File: src/rtl/example_mul_mac_pipe.sv
// Parametrised mixed-sign multiplier with a retimable product pipeline, an optional
// framed accumulator and a saturating or truncating signed output stage.
module example_mul_mac_pipe #(
  parameter int A_WIDTH   = 6,
  parameter int B_WIDTH   = 14,
  parameter int A_SIGNED  = 0,
  parameter int B_SIGNED  = 1,
  parameter int NUM_STAGE = 3,
  parameter int ACC_WIDTH = 32,
  parameter int OUT_WIDTH = 20,
  parameter int SATURATE  = 1
) (
  input  logic                        ap_clk,
  input  logic                        ap_rst,
  input  logic                        ce,
  input  logic                        in_valid,
  input  logic        [A_WIDTH-1:0]   din0,
  input  logic        [B_WIDTH-1:0]   din1,
  input  logic                        acc_en,
  input  logic                        acc_first,
  input  logic                        acc_last,
  output logic                        out_valid,
  output logic signed [OUT_WIDTH-1:0] dout,
  output logic                        ovf
);

  localparam int AEW  = A_WIDTH + ((A_SIGNED == 0) ? 1 : 0);
  localparam int BEW  = B_WIDTH + ((B_SIGNED == 0) ? 1 : 0);
  localparam int PW   = AEW + BEW;
  localparam int LAST = NUM_STAGE - 1;

  // Fit a full-width value into OUT_WIDTH; returns {ovf, dout}.
  function automatic logic [OUT_WIDTH:0] fit(input logic signed [ACC_WIDTH-1:0] x);
    logic                 hi_ones;
    logic                 hi_zeros;
    logic                 fits;
    logic [OUT_WIDTH-1:0] v;
    hi_ones  = &x[ACC_WIDTH-1:OUT_WIDTH-1];
    hi_zeros = ~|x[ACC_WIDTH-1:OUT_WIDTH-1];
    fits     = hi_ones | hi_zeros;
    v        = x[OUT_WIDTH-1:0];
    if ((SATURATE != 0) && !fits) begin
      v = x[ACC_WIDTH-1] ? {1'b1, {(OUT_WIDTH-1){1'b0}}} : {1'b0, {(OUT_WIDTH-1){1'b1}}};
    end
    return {~fits, v};
  endfunction

  logic signed [AEW-1:0]       a_ext_p0;
  logic signed [BEW-1:0]       b_ext_p0;
  logic signed [PW-1:0]        prod_p0;
  logic signed [ACC_WIDTH-1:0] prod_acc_p0;

  // Entry: sign/zero-extend operands, full-width signed product, widen to accumulator
  generate
    if (A_SIGNED != 0) begin : g_a_signed
      assign a_ext_p0 = $signed(din0);
    end else begin : g_a_unsigned
      assign a_ext_p0 = $signed({1'b0, din0});
    end
    if (B_SIGNED != 0) begin : g_b_signed
      assign b_ext_p0 = $signed(din1);
    end else begin : g_b_unsigned
      assign b_ext_p0 = $signed({1'b0, din1});
    end
  endgenerate

  assign prod_p0     = PW'(a_ext_p0) * PW'(b_ext_p0);
  assign prod_acc_p0 = ACC_WIDTH'(prod_p0);

  logic signed [ACC_WIDTH-1:0] prod_q [NUM_STAGE];
  logic [NUM_STAGE-1:0]        vld_q;
  logic [NUM_STAGE-1:0]        en_q;
  logic [NUM_STAGE-1:0]        first_q;
  logic [NUM_STAGE-1:0]        last_q;

  // Stages 0..NUM_STAGE-1: product and framing travel together, left for retiming into the DSP
  always_ff @(posedge ap_clk) begin
    if (ce) begin
      prod_q[0]  <= prod_acc_p0;
      en_q[0]    <= acc_en;
      first_q[0] <= acc_first;
      last_q[0]  <= acc_last;
      for (int i = 1; i < NUM_STAGE; i++) begin
        prod_q[i]  <= prod_q[i-1];
        en_q[i]    <= en_q[i-1];
        first_q[i] <= first_q[i-1];
        last_q[i]  <= last_q[i-1];
      end
    end
  end

  always_ff @(posedge ap_clk) begin
    if (ap_rst) begin
      vld_q <= '0;
    end else if (ce) begin
      vld_q[0] <= in_valid;
      for (int i = 1; i < NUM_STAGE; i++) begin
        vld_q[i] <= vld_q[i-1];
      end
    end
  end

  logic signed [ACC_WIDTH-1:0] acc_q;
  logic signed [ACC_WIDTH-1:0] acc_d;
  logic signed [ACC_WIDTH-1:0] acc_nxt;
  logic                        out_valid_q;
  logic                        out_valid_d;
  logic [OUT_WIDTH-1:0]        dout_q;
  logic [OUT_WIDTH-1:0]        dout_d;
  logic                        ovf_q;
  logic                        ovf_d;

  // Output stage: plain multiply beats bypass acc so they can interleave inside an open sum
  always_comb begin
    acc_d       = acc_q;
    out_valid_d = 1'b0;
    dout_d      = dout_q;
    ovf_d       = ovf_q;
    acc_nxt     = first_q[LAST] ? prod_q[LAST] : acc_q + prod_q[LAST];
    if (vld_q[LAST]) begin
      if (en_q[LAST]) begin
        acc_d = acc_nxt;
        if (last_q[LAST]) begin
          out_valid_d     = 1'b1;
          {ovf_d, dout_d} = fit(acc_nxt);
        end
      end else begin
        out_valid_d     = 1'b1;
        {ovf_d, dout_d} = fit(prod_q[LAST]);
      end
    end
  end

  always_ff @(posedge ap_clk) begin
    if (ap_rst) begin
      acc_q       <= '0;
      out_valid_q <= 1'b0;
      dout_q      <= '0;
      ovf_q       <= 1'b0;
    end else if (ce) begin
      acc_q       <= acc_d;
      out_valid_q <= out_valid_d;
      dout_q      <= dout_d;
      ovf_q       <= ovf_d;
    end
  end

  assign out_valid = out_valid_q;
  assign dout      = dout_q;
  assign ovf       = ovf_q;

endmodule

File: config.mk
export PLATFORM = sky130hd
export DESIGN_NAME = example_mul_mac_pipe
export DESIGN_NICKNAME = d
export VERILOG_FILES = /design/src/rtl/example_mul_mac_pipe.sv
export SDC_FILE = /design/constraint.sdc
export NUM_CORES = 1
export LEC_CHECK = 0
export BUFFER_PORTS_ARGS = -buffer_cell sky130_fd_sc_hd__buf_2
export CAP_MARGIN = 30
export CELL_PAD_IN_SITES_DETAIL_PLACEMENT = 0
export CELL_PAD_IN_SITES_GLOBAL_PLACEMENT = 1
export CORE_MARGIN = 1.5
export CORE_UTILIZATION = 36
export DETAILED_ROUTE_END_ITERATION = 16
export PLACE_DENSITY_LB_ADDON = 0.08
export RECOVER_POWER = 50
export SYNTH_ARGS = -nofsm -noshare
export SYNTH_HDL_FRONTEND = slang
export SYNTH_SLANG_ARGS = --single-unit
File: constraint.sdc
create_clock -name ap_clk -period 5.39 [get_ports ap_clk]
set_input_delay 1.3475 -clock ap_clk [delete_from_list [all_inputs] [get_ports ap_clk]]
set_output_delay 1.3475 -clock ap_clk [all_outputs]
set_load 0.1 [all_outputs]
==> results by stage, run 1 <==
Synth:
- The cell type with the highest aggregate area in the netlist is sky130_fd_sc_hd__edfxtp_1.
- The number of distinct library cell variants in the gate-level netlist after synthesis is 72.
- Of the synthesized area, sequential elements account for 0.332.
- The number of synthesis warnings is 0.
- After synthesis the cells add up to between 0.009 and 0.01 mm^2.
- Counting instances in the post-synthesis netlist gives the leading cell types as 96 x sky130_fd_sc_hd__nand2_1, 95 x sky130_fd_sc_hd__inv_1, 87 x sky130_fd_sc_hd__nor2_1, 77 x sky130_fd_sc_hd__a21oi_1, 76 x sky130_fd_sc_hd__and2_1.
- The predominant post-synthesis flop cell is sky130_fd_sc_hd__edfxtp_1.
- In this run, synthesis inferred slightly above 70 flip-flops with an integrated enable.
- After synthesis the netlist holds a flip-flop and latch count of between 100 and 150.
- In this run the mean area of a mapped cell was roughly 9.5 um^2.
- The area fraction of the dominant cell type after synthesis is 0.218.
- The synthesized instance count is roughly 1,100.
- Of all flip-flops after synthesis, the portion carrying an async set or reset was 0.
- The most common cell in the synthesized netlist is sky130_fd_sc_hd__nand2_1.
- By area the synthesized netlist is led by sky130_fd_sc_hd__edfxtp_1 22%, sky130_fd_sc_hd__fa_1 12%, sky130_fd_sc_hd__dfxtp_1 11%.
- When the netlist entered floorplanning its net count stood at between 1,000 and 1,500.

Timing:
- Setup violations remaining at the end of the flow were counted as 0.
- Headroom to the max-slew limit came out at -0.0809.
- The final setup skew is about 15 ps.
- Static timing analysis puts the maximum clock frequency at 0.193 GHz.
- The count of final max-slew check failures is 69.
- Setup repair after global routing left no endpoint under its margin.
- At the pin with the least slew margin, the transition time is about 1600 ps.
- The final period utilization is 0.963.
- Setup total negative slack on the finished layout was measured at 0 ps.
- For the finished layout, the period the worst path requires is 5190 ps.
- The hold violation total from the final report was 0.

Pwr:
- Total power for the finished layout comes to 4.10 mW.
- The static leakage is roughly 5.0 nW.
- In this run the power density over the cells is 354 mW/mm^2.
- VDD sags by at most 206 uV.

Min path:
- The worst min-delay path category is reg -> reg.

Floorplanning:
- In this run the vertical extent of the chip is approximately 170 um.
- The area of the die is between 0.02 and 0.03 mm^2.
- The total area inside the core boundary comes to between 0.02 and 0.03 mm^2.
- The initial utilization of the core area, before any placement, comes to 0.368.
- Pin placement for this block handled between 40 and 50 I/O pins.
- The initialized floorplan defines 60 standard-cell rows.
- From left edge to right edge, the die measures about 170 um.

Detailed routing:
- The total via count after detailed routing is ~7,600.
- The sum of routed wire length over all layers is ~24 mm.
- Dividing the detail-routed wire length by the instance count gives around 16 um.
- The number of violations reported at the end of detailed-routing iteration 0 is roughly 430.
- The count of antenna-violating nets left after detailed routing is 0.
- The detailed-route vias per instance is between 5 and 6.
- The first detailed-routing pass took 4 iterations.
- For this run, design rule violations remaining after detail routing come to 0.

Cells and area:
- The footprint of the multi-input gates is slightly above 0.006 mm^2.
- The fill cell total of the finished layout is 2,747.
- Compared with the post-synthesis result, the final layout area differs by 16.4%.
- The count of nets after finishing is between 1,000 and 1,500.
- Of the cells placed in the final design, the portion with a size suffix greater than 1 is 0.165.
- The number of antenna diodes is 0.
- Measured on the finished design, the core utilization comes to 0.428.
- Once layout is complete, the cells apart from fillers number 1,497.
- Registers take approximately 0.0033 mm^2.

Clocking:
- The clock passes through at most 2 buffers.
- At the later pin of the worst-skew pair, clock insertion delay measures about 430 ps.
- The number of clock buffers added by TritonCTS is 17.
- The root cell of the clock tree is sky130_fd_sc_hd__clkbuf_16.
- The clock-pin slew of the registers on the worst-case setup and hold paths is roughly 70 ps.
- TritonCTS built the clock tree.
- The H-tree was split into 4 levels.
- The tree built by TritonCTS fans out to ~130 sinks.
- Hold repair after CTS inserted 0 buffers.

Global routing:
- The first global-routing pass estimated about 41 mm of wire.
- The aggregate global routing overflow is 0.
- The number of antenna violations at the first check in global routing is 0.
- Entering global routing, the biggest net connects 69 pins.
- The number of global-route vias before repair is 7,809.
- The overall fraction of global-route tracks in use is 0.179.

Place:
- The number of port buffers is 48.
- The instance count after placement with tap cells included is 1,465.
- The final weighted congestion of routability-driven global placement is 0.813.
- The HPWL after detailed placement is 19.1 mm.

Worst setup path:
- The most critical setup path has its endpoint at prod_q[0][18]$_DFFE_PP_.
- The critical path required time is 5570 ps.
- The reg-to-reg setup timing slack is between 1000 and 1500 ps.
- The startpoint-to-endpoint class of the critical path is in -> reg.
- The worst setup path is captured at a register.
- The origin of the critical flop-to-flop path is prod_q[0][64]$_DFFE_PP_.
- The data arrival at the endpoint of the critical path is 5360 ps.
- Along the worst path, the maximum fanout reaches 13.
- The endpoint identified for the worst register-to-register timing path is dout[7]$_SDFFE_PP0P_.
- The number of cells on the worst reg-to-reg path is 13.
- The timing startpoint of the critical path is din0[3].
- The worst setup path is launched from an input pin.

Status:
- The final reports fail on capacitance limit, slew limit.
- The run finished, with violations left.

Flow run:
- Max-cap violations in this run came to 1.
==> power by group <==
group / switching [mW] / leakage (nW) / internal, mW / total [mW]
logic: 0.858 / 3.53 / 0.740 / 1.60
registers: 0.0674 / 1.16 / 1.27 / 1.34
clock network: 0.503 / 0.283 / 0.656 / 1.16
total: 1.43 / 4.98 / 2.67 / 4.10
==> through the flow <==
stage | hold slack (ps) | cell area [um^2] | worst slack [ps]
after floorplan | 400 | 10000 | -55.1
after global placement | 401 | 11000 | -310
after detailed placement | 405 | 11000 | -350
after CTS | 417 | 11600 | 92.9
after global routing | 422 | 11600 | 0.757
final | 417 | 11600 | 201
==> kinds of logic (layout without fill, tap and decap cells) <==
| kind of cell | Yosys count | in the layout | share of synthesized area |
|---|---|---|---|
| simple gates | 339 | 339 | 0.166 |
| compound gates | 257 | 257 | 0.181 |
| fa+ha+maj | 135 | 135 | 0.215 |
| buf+inv | 134 | 239 | 0.0521 |
| flops | 129 | 129 | 0.332 |
| xor+xnor | 42 | 42 | 0.0378 |
| mux | 15 | 15 | 0.0154 |
==> critical path: stages <==
cell and delay (ps):
sky130_fd_sc_hd__buf_2 160, sky130_fd_sc_hd__and2_4 160, sky130_fd_sc_hd__fa_1 490, sky130_fd_sc_hd__inv_1 50, sky130_fd_sc_hd__fa_1 470, sky130_fd_sc_hd__inv_1 50
sky130_fd_sc_hd__fa_1 470, sky130_fd_sc_hd__inv_1 50, sky130_fd_sc_hd__fa_1 490, sky130_fd_sc_hd__inv_2 40, sky130_fd_sc_hd__ha_4 270, sky130_fd_sc_hd__inv_2 30
sky130_fd_sc_hd__o21bai_1 150, sky130_fd_sc_hd__a21oi_2 90, sky130_fd_sc_hd__o21ai_2 160, sky130_fd_sc_hd__a41oi_2 150, sky130_fd_sc_hd__a211oi_2 280, sky130_fd_sc_hd__a41oi_2 150
sky130_fd_sc_hd__nor2b_2 190, sky130_fd_sc_hd__xnor2_1 120
==> state kept, by name, summed over array words and instances, names as in the netlist <==
signal     flops
acc_q         32
dout          20
en_q           3
first_q        3
last_q         3
out_valid      1
ovf            1
prod_q        63
vld_q          3
==> cell type report <==
type	count	area share
multi-input combinational	788	0.535
inverter	96	0.0311
clock inverter	15	0.0138
tap	341	0.0369
timing repair buffer	111	0.0610
sequential	129	0.285
clock buffer	17	0.0368
==> layer usage <==
layer | track usage | routed length, um | share of wire
met1 | 0.233 | 11700 | 0.48
met2 | 0.315 | 12000 | 0.49
met3 | 0.0219 | 550 | 0.022
met4 | 0.0454 | 267 | 0.011
met5 | 0 | 0 | 0
==> timing repair <==
action / in CTS / in global routing
endpoints found under the setup margin: 0 / 4
resized for setup: 0 / 5
setup buffers: 0 / 0
==> worst min path at each step <==
| stage | startpoint | end | slack, ps | depth (start not counted) |
|---|---|---|---|---|
| after global routing | prod_q[0][19]$_DFFE_PP_ | prod_q[0][51]$_DFFE_PP_ | 420 | 0 |
| after CTS | prod_q[0][3]$_DFFE_PP_ | prod_q[0][35]$_DFFE_PP_ | 420 | 0 |
| after detailed placement | prod_q[0][19]$_DFFE_PP_ | prod_q[0][51]$_DFFE_PP_ | 400 | 0 |
| final | prod_q[0][36]$_DFFE_PP_ | prod_q[0][68]$_DFFE_PP_ | 420 | 0 |
| after global placement | first_q[0]$_DFFE_PP_ | first_q[1]$_DFFE_PP_ | 400 | 0 |
| after floorplan | en_q[0]$_DFFE_PP_ | en_q[1]$_DFFE_PP_ | 400 | 0 |
==> layout by cell type, fill, tap and decap left out, types with 17 or more instances in the layout <==
master	instances
sky130_fd_sc_hd__buf_4	61
sky130_fd_sc_hd__ha_1	74
sky130_fd_sc_hd__nor3_1	19
sky130_fd_sc_hd__a211oi_1	23
sky130_fd_sc_hd__nor2_1	87
sky130_fd_sc_hd__edfxtp_1	72
sky130_fd_sc_hd__clkbuf_16	17
sky130_fd_sc_hd__buf_2	47
sky130_fd_sc_hd__inv_1	93
sky130_fd_sc_hd__a21oi_1	75
sky130_fd_sc_hd__and2_1	73
sky130_fd_sc_hd__xnor2_1	31
sky130_fd_sc_hd__dfxtp_1	57
sky130_fd_sc_hd__o21ai_0	33
sky130_fd_sc_hd__fa_1	60
sky130_fd_sc_hd__nand2_1	96
Power figures use the tool's default switching activity.
==> inputs of run 2 (changes only) <==
--- a/config.mk
+++ b/config.mk
@@ -9,6 +9,7 @@
 export CAP_MARGIN = 30
 export CELL_PAD_IN_SITES_DETAIL_PLACEMENT = 0
 export CELL_PAD_IN_SITES_GLOBAL_PLACEMENT = 1
+export CORE_ASPECT_RATIO = 0.9
 export CORE_MARGIN = 1.5
 export CORE_UTILIZATION = 36
 export DETAILED_ROUTE_END_ITERATION = 16
==> results by stage, run 2 (synthesis results as in run 1) <==
Timing:
- Setup repair after global routing missed its margin: yes (was no).
- The final period demand of the worst path is 5210 ps (was 5190 ps).
- The slew of the pin with the lowest slew margin was 1800 ps (was 1620 ps).
- The final total negative setup slack is 0 ps (unchanged).
- The count of final max-slew check failures is 77 (was 69).
- The fmax is 0.192 GHz (was 0.193 GHz).
- The worst relative slew slack came to -0.197 (was -0.0809).
- The worst hold slack is 413 ps (was 417 ps).
- The setup slack after layout is 178 ps (was 201 ps).
- The total setup violations reported at the end of the flow is 0 (unchanged).
- The final period utilization is 0.967 (was 0.963).
- The final setup skew is 19.5 ps (was 15.4 ps).
- The hold violation total from the final report is 0 (unchanged).

Place:
- The pre-CTS setup slack is -322 ps (was -350 ps).
- The number of port buffers is 48 (unchanged).
- The HPWL after detailed placement is 19.3 mm (was 19.1 mm).
- The final weighted congestion of routability-driven global placement is 0.802 (was 0.813).
- The instance count after placement with tap cells included is 1,478 (was 1,465).

Floorplanning:
- The initial cell density of the core is 0.367 (was 0.368).
- The width of the die came to 178 um (was 169 um).
- The number of primary I/O pins came to 49 (unchanged).
- The site row count is 57 (was 60).
- The floorplan core area is 0.0271 mm^2 (was 0.0270 mm^2).
- The chip height is 161 um (was 169 um).
- The area of the die is 0.0286 mm^2 (about the same).

Worst setup path:
- The count of cell instances traversed by the critical path came to 20 (unchanged).
- The critical path required time came to 5560 ps (was 5570 ps).
- The peak per-stage delay on the critical path is 500 ps (was 490 ps).
- The dominant delay contributor by cell family on the critical path is adder cells (unchanged).
- The startpoint class of the critical path is an input pin (unchanged).
- The startpoint-to-endpoint class of the critical path is in -> reg (unchanged).
- The logic depth of the worst register-to-register path is 12 (was 13).
- The buffers plus inverters on the worst setup path is 6 (unchanged).
- The data arrival at the endpoint of the critical path was 5390 ps (was 5360 ps).
- The maximum fanout along the worst path is 13 (unchanged).
- The cell occurring most often along the worst timing path was sky130_fd_sc_hd__fa_1 (unchanged).
- The critical path endpoint category is a register (unchanged).
- CP Cell Sequence: clkbuf_4 > and2_4 > fa_1 > inv_1 > fa_1 > inv_1 > fa_1 > inv_1 > fa_1 > inv_2 > ha_4 > inv_2 > o21bai_1 > a21oi_2 > o21ai_2 > a41oi_2 > a211oi_2 > a41oi_2 > nor2b_4 > xnor2_1 (was buf_2 > and2_4 > fa_1 > inv_1 > fa_1 > inv_1 > fa_1 > inv_1 > fa_1 > inv_2 > ha_4 > inv_2 > o21bai_1 > a21oi_2 > o21ai_2 > a41oi_2 > a211oi_2 > a41oi_2 > nor2b_2 > xnor2_1).
- The cell at the slowest stage of the critical path is sky130_fd_sc_hd__fa_1 (unchanged).

Clocking:
- The TritonCTS clock tree is yes (unchanged).
- The buffer depth of the longest clock path is 2 (unchanged).
- The clock-pin slew of the registers on the worst-case setup and hold paths came to 70 ps (about the same).
- The number of H-tree levels is 4 (unchanged).
- The latest clock arrival within the worst-skew pair came to 430 ps (about the same).
- The root cell of the clock tree was sky130_fd_sc_hd__clkbuf_16 (unchanged).
- The TritonCTS sink count is 129 (unchanged).
- The TritonCTS buffer count is 17 (unchanged).

Status:
- Run status: finished with violations (unchanged).
- Violated checks: capacitance limit, slew limit (unchanged).

Global routing:
- The overall fraction of global-route tracks in use is 0.181 (was 0.179).
- The aggregate global routing overflow came to 0 (unchanged).
- The number of global-route vias before repair came to 7,580 (was 7,809).
- The largest net degree at the start of global routing is 77 (was 69).
- The number of antenna violations at the first check in global routing came to 0 (unchanged).
- The global-route wire length before repair is 40.4 mm (was 40.6 mm).

Cells and area:
- The fraction of layout instances using a drive strength above 1 was 0.164 (was 0.165).
- The relative area change from synthesis to final layout was 16.7% (was 16.4%).
- The count of nets after finishing is 1,306 (was 1,305).
- The final standard cell count with taps included and fillers excluded was 1,511 (was 1,497).
- The leading cell type in the layout, fill and taps excluded is sky130_fd_sc_hd__nand2_1 (unchanged).
- The number of antenna diodes is 0 (unchanged).
- Most frequent cells in the layout: 96 x sky130_fd_sc_hd__nand2_1, 93 x sky130_fd_sc_hd__inv_1, 87 x sky130_fd_sc_hd__nor2_1 (unchanged).
- The number of flip-flops under the largest register name came to 63 (unchanged).
- The fill cell total of the finished layout came to 2,734 (was 2,747).
- The largest register by flop count is prod_q (unchanged).

Detailed routing:
- The sum of routed wire length over all layers is 25.0 mm (was 24.5 mm).
- The routed length on met1 is 12.6 mm (was 11.7 mm).
- The number of search-and-repair iterations in the first detailed-routing pass is 5 (was 4).
- The length of routed met3 wiring is 596 um (was 550 um).
- The number of remaining DRC errors was 0 (unchanged).
- The post-detailed-route wirelength per cell is 16.5 um (was 16.4 um).
- The met2 wire length is 11.4 mm (was 12.0 mm).
- The total via count after detailed routing came to 7,719 (was 7,579).
- The highest layer used for signal routing is met4 (unchanged).
- The count of antenna-violating nets left after detailed routing is 0 (unchanged).
- The detailed-route vias per instance was 5.11 (was 5.06).
- The number of violations reported at the end of detailed-routing iteration 0 came to 387 (was 426).

Pwr:
- The static leakage was 4.99 nW (was 4.98 nW).
- The power density of the placed cells is 352 mW/mm^2 (was 354 mW/mm^2).
- The highest ir drop seen on vdd is 160 uV (was 206 uV).

Min path:
- The worst min-delay path category is reg -> reg (unchanged).
- The hold path depth is 0 (unchanged).

Flow run:
- The max-capacitance violation count is 1 (unchanged).
-- run 2: cell types whose count changed in the layout (fill, tap and decap cells not counted) --
| cell | before | now |
|---|---|---|
| sky130_fd_sc_hd__clkinv_4 | 3 | 1 |
| sky130_fd_sc_hd__inv_6 | 5 | 4 |
| sky130_fd_sc_hd__nor2b_2 | 2 | 1 |
| sky130_fd_sc_hd__bufinv_16 | 1 | 0 |
| sky130_fd_sc_hd__a41oi_2 | 5 | 4 |
| sky130_fd_sc_hd__a41oi_1 | 2 | 3 |
| sky130_fd_sc_hd__clkinv_8 | 0 | 4 |
| sky130_fd_sc_hd__buf_4 | 61 | 62 |
| sky130_fd_sc_hd__nor2b_4 | 0 | 1 |
| sky130_fd_sc_hd__clkbuf_4 | 0 | 1 |
| sky130_fd_sc_hd__o21ai_1 | 9 | 10 |
| sky130_fd_sc_hd__o21ai_2 | 2 | 1 |
| sky130_fd_sc_hd__buf_2 | 47 | 46 |
-- run 2: final cells by class --
type / instances / area (um^2) / area share
Multi-Input combinational cell: 788 / 6180 / 0.533
Sequential cell: 129 / 3300 / 0.285
Timing Repair Buffer: 112 / 716 / 0.0617
Tap cell: 354 / 443 / 0.0382
Clock buffer: 17 / 425 / 0.0367
Inverter: 96 / 360 / 0.0311
Clock inverter: 15 / 169 / 0.0146
-- run 2: path summary, 6_finish.rpt --
kind | startpoint | slack [ps] | endpoint
min | prod_q[0][37]$_DFFE_PP_ | 410 | prod_q[0][69]$_DFFE_PP_
max reg2reg | prod_q[0][64]$_DFFE_PP_ | 1040 | dout[0]$_SDFFE_PP0P_
max | din0[3] | 180 | prod_q[0][18]$_DFFE_PP_
min reg2reg | prod_q[0][37]$_DFFE_PP_ | 410 | prod_q[0][69]$_DFFE_PP_
-- run 2: through the flow --
| step | instance area, um^2 | power (mW) | util |
|---|---|---|---|
| floorplan | 10000 | 2.45 | - |
| global placement | 11000 | 2.95 | 0.405 |
| detailed placement | 11000 | 2.95 | 0.405 |
| CTS | 11600 | 4.12 | 0.427 |
| global route | 11600 | 4.40 | 0.428 |
| finish | 11600 | 4.09 | 0.428 |
-- run 2: timing repair --
item | 4_1_cts | 5_1_grt
buffers inserted | 0 | 1
hold buffers | 0 | 0
setup endpoints to repair | 0 | 4
resized for setup | 0 | 5
-- run 2: power breakdown --
| part | internal [mW] | leakage [nW] | switching (mW) | total [mW] |
|---|---|---|---|---|
| Clock | 0.622 | 0.284 | 0.516 | 1.14 |
| Sequential | 1.27 | 1.16 | 0.0670 | 1.34 |
| Combinational | 0.747 | 3.54 | 0.862 | 1.61 |
| Total | 2.64 | 4.99 | 1.45 | 4.09 |
-- run 2: worst reg2reg max path, stage by stage (launching register included) --
cell and delay [ps]:
sky130_fd_sc_hd__edfxtp_1 450, sky130_fd_sc_hd__ha_1 290, sky130_fd_sc_hd__fa_1 450, sky130_fd_sc_hd__a211oi_1 390
sky130_fd_sc_hd__o21a_1 260, sky130_fd_sc_hd__o21ai_1 190, sky130_fd_sc_hd__a31oi_2 310, sky130_fd_sc_hd__o21ai_1 200
sky130_fd_sc_hd__a311o_1 430, sky130_fd_sc_hd__nor3_1 280, sky130_fd_sc_hd__a311o_1 230, sky130_fd_sc_hd__nand2_2 310
sky130_fd_sc_hd__o41ai_1 460
-- run 2: metal layers --
metal,vias to the layer above,global-route usage
met2,110,0.289
li1,3889,-
met1,3698,0.257
met3,22,0.0194
met4,0,0.0573
met5,-,0
==> inputs of run 3 (changes only) <==
--- a/config.mk
+++ b/config.mk
@@ -11,7 +11,7 @@
 export CELL_PAD_IN_SITES_GLOBAL_PLACEMENT = 1
 export CORE_ASPECT_RATIO = 0.9
 export CORE_MARGIN = 1.5
-export CORE_UTILIZATION = 36
+export CORE_UTILIZATION = 49
 export DETAILED_ROUTE_END_ITERATION = 16
 export PLACE_DENSITY_LB_ADDON = 0.08
 export RECOVER_POWER = 50
==> constraint.sdc (replaced) <==
create_clock -name ap_clk -period 5.5 [get_ports ap_clk]
set_input_delay 1.375 -clock ap_clk [delete_from_list [all_inputs] [get_ports ap_clk]]
set_output_delay 1.375 -clock ap_clk [all_outputs]
set_load 0.1 [all_outputs]
==> results by stage, run 3 (synthesis results as in run 1) <==
Floorplanning:
- The width of the die was 153 um (was 178 um).
- The chip height is 138 um (was 161 um).
- The area of the die is 0.0211 mm^2 (was 0.0286 mm^2).
- The site row count was 49 (was 57).
- The initial cell density of the core came to 0.499 (was 0.367).
- The floorplan core area is 0.0199 mm^2 (was 0.0271 mm^2).
- The number of primary I/O pins was 49 (unchanged).

Clocking:
- The number of gates resized after cts is 0 (unchanged).
- The total of hold buffers inserted after clock tree synthesis was 0 (unchanged).
- The buffer depth of the longest clock path is 2 (unchanged).
- The TritonCTS buffer count was 17 (unchanged).
- The latest clock arrival within the worst-skew pair was 420 ps (was 430 ps).
- The clock-pin slew of the registers on the worst-case setup and hold paths came to 70 ps (about the same).
- The buffers inserted during post-CTS setup optimization was 0 (unchanged).
- The root cell of the clock tree is sky130_fd_sc_hd__clkbuf_16 (unchanged).
- The TritonCTS sink count is 129 (unchanged).
- The number of H-tree levels is 4 (unchanged).
- The TritonCTS clock tree is yes (unchanged).

Timing:
- The count of final max-slew check failures came to 118 (was 77).
- Of the available clock period, the critical path in the final layout requires 0.959.
- The hold violation total from the final report was 0 (unchanged).
- The worst relative slew slack is -1.52 (was -0.197).
- The final period demand of the worst path is about 5300 ps.
- Setup repair after global routing missed its margin: no (was yes).
- The final setup skew is 11.3 ps (was 19.5 ps).
- The slew of the pin with the lowest slew margin came to 3770 ps (was 1800 ps).
- Timing would allow up to ~0.19 GHz.
- The total setup violations reported at the end of the flow is 0 (unchanged).

Pwr:
- The net load switching power is 1.37 mW (was 1.45 mW).
- The static leakage was 4.91 nW (was 4.99 nW).
- The highest ir drop seen on vdd came to 206 uV (was 160 uV).
- The total internal power is 2.53 mW (was 2.64 mW).
- The proportion of power drawn by the clock network was 0.282 (was 0.278).
- The switching power share of the total is 0.351 (was 0.354).
- The part of the total power dissipated in sequential elements is 0.338 (was 0.328).
- The fraction of power consumed by combinational cells came to 0.380 (was 0.394).
- The power density of the placed cells is 343 mW/mm^2 (was 352 mW/mm^2).

Worst setup path:
- The end of the worst register-to-register path is dout[9]$_SDFFE_PP0P_ (was dout[0]$_SDFFE_PP0P_).
- The origin of the critical flop-to-flop path is prod_q[0][64]$_DFFE_PP_ (unchanged).
- The timing startpoint of the critical path is din0[3] (unchanged).
- The critical path required time is 5670 ps (was 5560 ps).
- CP Cell Sequence: buf_2 > and2_4 > fa_1 > inv_1 > fa_1 > inv_1 > fa_1 > inv_1 > fa_1 > inv_2 > ha_4 > inv_1 > o21bai_1 > a21oi_2 > o21ai_2 > a41oi_2 > a211oi_2 > a41oi_1 > nor2b_2 > xnor2_1 (was clkbuf_4 > and2_4 > fa_1 > inv_1 > fa_1 > inv_1 > fa_1 > inv_1 > fa_1 > inv_2 > ha_4 > inv_2 > o21bai_1 > a21oi_2 > o21ai_2 > a41oi_2 > a211oi_2 > a41oi_2 > nor2b_4 > xnor2_1).
- The reg-to-reg setup timing slack is 1060 ps (was 1040 ps).
- The startpoint class of the critical path was an input pin (unchanged).
- The maximum fanout along the worst path is 13 (unchanged).
- The startpoint-to-endpoint class of the critical path is in -> reg (unchanged).
- The peak per-stage delay on the critical path is 520 ps (was 500 ps).
- The critical path endpoint category is a register (unchanged).
- The cell at the slowest stage of the critical path is sky130_fd_sc_hd__fa_1 (unchanged).
- The logic depth of the worst register-to-register path was 12 (unchanged).
- The data arrival at the endpoint of the critical path is 5440 ps (was 5390 ps).
- The end point of the critical path was prod_q[0][18]$_DFFE_PP_ (unchanged).

Place:
- The number of port buffers is 48 (unchanged).
- The final weighted congestion of routability-driven global placement is 0.855 (was 0.802).
- The HPWL after detailed placement came to 17.6 mm (was 19.3 mm).
- The instance count after placement with tap cells included came to 1,364 (was 1,478).

Cells and area:
- Most frequent cells in the layout: 96 x sky130_fd_sc_hd__nand2_1, 94 x sky130_fd_sc_hd__inv_1, 87 x sky130_fd_sc_hd__nor2_1 (was 96 x sky130_fd_sc_hd__nand2_1, 93 x sky130_fd_sc_hd__inv_1, 87 x sky130_fd_sc_hd__nor2_1).
- The fraction of layout instances using a drive strength above 1 was 0.146 (was 0.164).
- The fill cell total of the finished layout was 1,833 (was 2,734).
- The largest register by flop count is prod_q (unchanged).
- The count of nets after finishing is 1,290 (was 1,306).
- The final standard cell count with taps included and fillers excluded came to 1,396 (was 1,511).
- The relative area change from synthesis to final layout was 14.1% (was 16.7%).
- The number of antenna diodes is 0 (unchanged).
- The core utilization of the finished layout was 0.569 (was 0.428).
- The leading cell type in the layout, fill and taps excluded was sky130_fd_sc_hd__nand2_1 (unchanged).
- The number of flip-flops under the largest register name is 63 (unchanged).

Detailed routing:
- The number of remaining DRC errors came to 0 (unchanged).
- The post-detailed-route wirelength per cell came to 16.2 um (was 16.5 um).
- The sum of routed wire length over all layers is 22.6 mm (was 25.0 mm).
- The number of violations reported at the end of detailed-routing iteration 0 came to 335 (was 387).
- The total via count after detailed routing is 7,658 (was 7,719).
- The count of antenna-violating nets left after detailed routing came to 0 (unchanged).
- The number of search-and-repair iterations in the first detailed-routing pass is 5 (unchanged).
- The detailed-route vias per instance is 5.49 (was 5.11).

Min path:
- The worst min-delay path category is reg -> reg (unchanged).

Status:
- Violated checks: capacitance limit, slew limit (unchanged).
- Run status: finished with violations (unchanged).

Global routing:
- The number of global-route vias before repair is 7,590 (was 7,580).
- The global-route wire length before repair is 38.0 mm (was 40.4 mm).
- The aggregate global routing overflow is 0 (unchanged).
- The number of antenna violations at the first check in global routing is 0 (unchanged).
- The overall fraction of global-route tracks in use is 0.222 (was 0.181).
- The largest net degree at the start of global routing is 76 (was 77).

Flow run:
- The max-capacitance violation count is 2 (was 1).
## run 3: worst min-delay path by stage
stage / start / endpoint / slack [ps] / cells past startpoint
2_1_floorplan: en_q[0]$_DFFE_PP_ / en_q[1]$_DFFE_PP_ / 400 / 0
3_3_place_gp: last_q[0]$_DFFE_PP_ / last_q[1]$_DFFE_PP_ / 400 / 0
4_1_cts: prod_q[0][14]$_DFFE_PP_ / prod_q[0][46]$_DFFE_PP_ / 420 / 0
6_report: prod_q[0][42]$_DFFE_PP_ / prod_q[0][74]$_DFFE_PP_ / 410 / 0
5_1_grt: prod_q[0][39]$_DFFE_PP_ / prod_q[0][71]$_DFFE_PP_ / 420 / 0
3_5_place_dp: prod_q[0][1]$_DFFE_PP_ / prod_q[0][33]$_DFFE_PP_ / 400 / 0
## run 3: area by class of cell
class	instances	area, um^2	area share
clock buffer	17	425	0.0375
timing repair buffer	96	613	0.0541
tap	255	319	0.0281
clock inverter	15	159	0.0140
multi-input combinational	788	6160	0.543
sequential	129	3300	0.291
inverter	96	360	0.0318
## run 3: power by group through the flow
stage / clock (mW) / sequential, mW / combinational (mW)
2_1_floorplan: 0 / 1.31 / 1.09
3_3_place_gp: 0 / 1.33 / 1.46
3_5_place_dp: 0 / 1.34 / 1.49
4_1_cts: 1.12 / 1.31 / 1.49
5_1_grt: 1.16 / 1.33 / 1.68
6_report: 1.10 / 1.32 / 1.48
## run 3: routing by layer
| metal | share of wire | vias up | global-route usage |
|---|---|---|---|
| met5 | 0 | - | 0 |
| met4 | 0.014 | 0 | 0.0588 |
| met3 | 0.036 | 20 | 0.0329 |
| met2 | 0.47 | 114 | 0.366 |
| met1 | 0.48 | 3662 | 0.307 |
| li1 | - | 3862 | - |
## run 3: through the flow
stage	area [um^2]	hold slack [ps]	setup slack [ps]	TNS [ps]	power, mW
global placement	10700	401	-198	-737	2.79
global route	11300	423	6.91	0	4.17
finish	11300	414	226	0	3.89
CTS	11300	418	212	0	3.93
detailed placement	10800	405	-242	-944	2.82
floorplan	9990	400	24.0	0	2.39
## run 3: worst max-delay path: cells and delay by family
family | cells | cell delay, ps
simple gates | 2 | 350
fa+ha+maj | 5 | 2210
compound gates | 6 | 1010
buf+inv | 6 | 390
xor+xnor | 1 | 120
